--- src/rtl/simon_playback_engine.sv ---
// Simon-style pattern playback: reads entries 0..end from an external 64x4
// pattern memory and shows each on the LEDs for ON_CYCLES, then blanks for OFF_CYCLES.
module simon_playback_engine #(
   parameter int ON_CYCLES  = 4,
   parameter int OFF_CYCLES = 2
) (
   input  logic       clk,
   input  logic       rst,
   input  logic       start,
   input  logic       abort,
   input  logic [5:0] last_addr,
   output logic [5:0] r_addr,
   input  logic [3:0] r_data,
   output logic [3:0] pattern_leds,
   output logic       busy,
   output logic       done
);

   localparam logic [15:0] ON_LOAD  = 16'(ON_CYCLES - 1);
   localparam logic [15:0] OFF_LOAD = 16'(OFF_CYCLES - 1);

   typedef enum logic [2:0] {
      S_IDLE,
      S_FETCH,
      S_SHOW,
      S_GAP,
      S_FIN
   } state_t;

   state_t      state_q, state_d;
   logic [15:0] timer_q, timer_d;
   logic [5:0]  r_addr_q, r_addr_d;
   logic [5:0]  end_q, end_d;
   logic [3:0]  leds_q, leds_d;

   // NOTE: every register holds its value unless a branch overrides it; the
   // defaults at the top of always_comb are what keep this block latch-free.
   always_comb begin
      state_d  = state_q;
      timer_d  = timer_q;
      r_addr_d = r_addr_q;
      end_d    = end_q;
      leds_d   = leds_q;

      unique case (state_q)
         S_IDLE: begin
            leds_d = 4'd0;
            if (start && !abort) begin
               end_d    = last_addr;
               r_addr_d = 6'd0;
               state_d  = S_FETCH;
            end
         end

         S_FETCH: begin
            if (abort) begin
               leds_d  = 4'd0;
               state_d = S_IDLE;
            end else begin
               leds_d  = r_data;
               timer_d = ON_LOAD;
               state_d = S_SHOW;
            end
         end

         S_SHOW: begin
            if (abort) begin
               leds_d  = 4'd0;
               state_d = S_IDLE;
            end else if (timer_q == 16'd0) begin
               leds_d  = 4'd0;
               timer_d = OFF_LOAD;
               state_d = S_GAP;
            end else begin
               timer_d = timer_q - 16'd1;
            end
         end

         S_GAP: begin
            if (abort) begin
               state_d = S_IDLE;
            end else if (timer_q != 16'd0) begin
               timer_d = timer_q - 16'd1;
            end else if (r_addr_q == end_q) begin
               // Last entry shown: finish without stepping the address, so 63 never wraps.
               state_d = S_FIN;
            end else begin
               r_addr_d = r_addr_q + 6'd1;
               state_d  = S_FETCH;
            end
         end

         S_FIN: begin
            state_d = S_IDLE;
         end

         default: begin
            leds_d  = 4'd0;
            state_d = S_IDLE;
         end
      endcase
   end

   // NOTE: sequential state uses non-blocking assignments so every flop samples
   // the pre-edge values computed above, independent of statement order.
   always_ff @(posedge clk or posedge rst) begin
      if (rst) begin
         state_q  <= S_IDLE;
         timer_q  <= 16'd0;
         r_addr_q <= 6'd0;
         end_q    <= 6'd0;
         leds_q   <= 4'd0;
      end else begin
         state_q  <= state_d;
         timer_q  <= timer_d;
         r_addr_q <= r_addr_d;
         end_q    <= end_d;
         leds_q   <= leds_d;
      end
   end

   assign r_addr       = r_addr_q;
   assign pattern_leds = leds_q;
   assign busy         = (state_q != S_IDLE);
   assign done         = (state_q == S_FIN);

endmodule

--- config.mk ---
export PLATFORM = sky130hd
export DESIGN_NAME = simon_playback_engine
export DESIGN_NICKNAME = d
export VERILOG_FILES = /design/src/rtl/simon_playback_engine.sv
export SDC_FILE = /design/constraint.sdc
export NUM_CORES = 1
export LEC_CHECK = 0
export CAP_MARGIN = 20
export CORE_UTILIZATION = 30
export DETAILED_ROUTE_END_ITERATION = 10
export GPL_TIMING_DRIVEN = 0
export SLEW_MARGIN = 0
export SYNTH_ARGS = -nofsm -noshare
export SYNTH_HDL_FRONTEND = slang
export SYNTH_SLANG_ARGS = --single-unit
--- constraint.sdc ---
create_clock -name clk -period 2.6 [get_ports clk]
set_input_delay 0.65 -clock clk [delete_from_list [all_inputs] [get_ports clk]]
set_output_delay 0.65 -clock clk [all_outputs]
set_load 0.02 [all_outputs]
==> impl_metrics.toml <==
[route]
wl_per_cell_um = 13.6
dr.pass1.iters = 4
num_vias = 1588
route.detailed.drc = 0
detail_route.vias_per_cell = 5.06
antenna_left = 0
dr.first_iter.drc_count = 81
drt-total-wl_um = 4270

[power]
peakVddDrop_mv = 0.300
seqPwrFrac_pct = 47.0
totalPowerFinal_mw = 1.50
p_switching_uw = 495
swShare_pct = 33.1
p_per_area_mw_per_mm2 = 630
internal_power_mw = 1.00
clkPwrFrac_pct = 26.7
p_leak_nw = 1.02
combPwrFrac_pct = 26.3

[critical_path]
start_kind = "register"
cp-end-kind = "primary output"
path_max_fanout = 10
crit_arrival_ps = 1810
critPathBufInv = 2
crit_required_ps = 1950
cpPeakStageDelay_ps = 540
cp_slowest_cell = "clkdlybuf4s50_1"
cp_cell_sequence = "buf_2 > nor2_2 > nand2_1 > clkdlybuf4s50_1"
crit_family = "buffers and inverters"
worst-setup-path-type = "register to primary output"

[yosys]
synth.distinct_cells = 48
synth_area_mm2 = 0.00194
synth_top_area_cell = "dfrtp_1"
ys.flop_type = "dfrtp_1"
ys_seq_area_share_pct = 45.1
ys_async_sr_fraction_pct = 100
syn_area_per_cell_um2 = 9.37
synth_top_cell_area_share_pct = 45.1
syn_inst = 207
synthTopCellsByArea = "dfrtp_1 (45%), nor2_1 (5.6%), nand2_1 (5.4%), xnor2_1 (5.0%), xor2_1 (4.1%)"
synth_nets = 223
ys_ff_latch = 35
synth-edff-count = 0
yosys_warnings = 0

[global_routing]
grt-ovfl-total = 0
grt_max_degree = 36
grt_usage_pct = 14.4
grt_pass1_vias = 1531
antenna_found_initial = 0
grt_first_pass_wirelength_um = 7250

[die]
dieHeight_um = 82.4
core_mm2 = 0.00610
start_util_pct = 31.8
floorplan.io_pins = 26
die_w_um = 82.4
core.rowCount = 28
dieArea_mm2 = 0.00679

[timing]
final_hold_viol_count = 0
post-route-period-util_pct = 94.5
slew_headroom_pct = 48.0
finalMaxSlewViolations = 0
post-route-min-period_ps = 2460
worst_slew_pin_slew_ps = 775
rsz0062_at_grt = "false"
max_freq_ghz = 0.407
fin_worst_skew_ps = 11.5
tns_ps = 0
setup-violations-final = 0

[clocking]
post-cts-setup-buffers = 0
clockBufferDepth = 2
cts_hold_buf = 0
cts_tree = "yes"
cts_sinks = 35
clk_pin_slew_ps = 70
numCtsBuffers = 5
clock_latency_ps = 290
htreeDepth = 2
cts_root_buf = "clkbuf_8"
cts_resized = 1

[cells_and_area]
diodes = 0
fillerInstances = 624
syn_to_final_growth_pct = 22.4
layout-drive-gt1-share_pct = 10.0
finish.utilization_pct = 39.0
finalInstanceArea_mm2 = 0.00237
fin_nets = 255

[placed_design]
hpwlAfterDp_um = 2990
io_buffers = 25
placed_area_mm2 = 0.00228
gp_congestion = 0.806

[status]
status = "completed"

[run]
cap_violations = 0

[min_path]
hold_path.class = "register to register"
routing by layer:
metal | global-route usage (%) | wire, um | up-vias
li1 | - | - | 800
met1 | 19.2 | 2200 | 762
met2 | 21.8 | 1880 | 20
met3 | 3.96 | 126 | 6
met4 | 5.79 | 73 | 0
met5 | 0 | 0 | -
registers in the layout, summed over array words and instances (netlist names):
name          flops
timer_q          16
state_q           3
pattern_leds      4
end_q             6
r_addr            6
power groups by stage:
| stage | Sequential (mW) | Clock, mW | Combinational [mW] |
|---|---|---|---|
| floorplan | 0.700 | 0 | 0.295 |
| global placement | 0.712 | 0 | 0.390 |
| detailed placement | 0.712 | 0 | 0.395 |
| CTS | 0.704 | 0.414 | 0.398 |
| global route | 0.718 | 0.439 | 0.449 |
| finish | 0.703 | 0.400 | 0.394 |
worst paths after layout:
check	to	startpoint	cells after the start	slack, ps
setup / recovery	busy	state_q[1]	4	140
hold / removal	end_q[3]	end_q[3]	2	500
setup reg to reg	timer_q[9]	timer_q[0]	8	280
hold reg to reg	end_q[3]	end_q[3]	2	500
max in group asynchronous	timer_q[10]	rst	2	1300
min in group asynchronous	timer_q[6]	rst	2	810
tightest hold or removal path: cells and delay by family, from the launching register on:
family,cells,cell delay (ps)
DFF,1,360
and+or+nand+nor,2,110
kinds of logic (layout without fill, tap and decap cells):
| group | count (synthesis) | after routing | share of synthesized area (%) |
|---|---|---|---|
| flops | 35 | 35 | 45.1 |
| fa+ha+maj | 2 | 2 | 1.29 |
| xor+xnor | 20 | 20 | 9.03 |
| simple gates | 100 | 100 | 26.0 |
| compound gates | 37 | 37 | 15.4 |
| buf+inv | 13 | 45 | 3.09 |
cell type report:
class / instances / area [um2] / area share (%)
buffer: 7 / 37.5 / 1.58
clock buffer: 6 / 82.6 / 3.48
clock inverter: 1 / 5.00 / 0.211
inverter: 6 / 22.5 / 0.948
multi-input combinational: 159 / 1010 / 42.4
sequential: 35 / 876 / 36.9
tap: 75 / 93.8 / 3.95
timing repair buffer: 25 / 250 / 10.5
Yosys cell counts (all sizes together), types with 2 or more instances:
library cell  number
and2               2
xnor2             11
and3               5
a31oi              4
nor4               2
o211ai             5
xor2               9
a31o               3
or3                3
clkbuf             3
a22o               4
dfrtp             35
or2                3
nand4              4
nand2             28
a211oi             3
nor2              29
nor3               9
inv                6
o21ai              7
nor3b              2
and4               2
ha                 2
buf                4
a21oi              4
nand3              4
layout by cell type (no fill, tap or decap), types with 2 or more instances in the layout:
cell and n:
a211oi_1 3, a21oi_1 4, a22o_1 4, a31o_2 2
a31oi_1 3, and2_1 2, and3_1 5, and4_1 2
buf_2 3, clkbuf_1 3, clkbuf_8 6, clkdlybuf4s50_1 25
dfrtp_1 35, ha_1 2, inv_1 5, nand2_1 28
nand3_1 4, nand4_1 3, nor2_1 28, nor3_1 7
nor3_2 2, nor3b_1 2, nor4_1 2, o211ai_1 5
o21ai_0 5, o21ai_1 2, or2_2 2, or3_1 2
xnor2_1 11, xor2_1 9
through the flow:
step | setup WS (ps) | cells | hold WS, ps
after floorplan | 572 | 207 | 467
after global placement | -49.8 | 307 | 481
after detailed placement | -43.8 | 307 | 484
after CTS | 131 | 314 | 502
after global routing | 44.5 | 314 | 525
final | 142 | 314 | 497
Power figures use the tool's default switching activity.
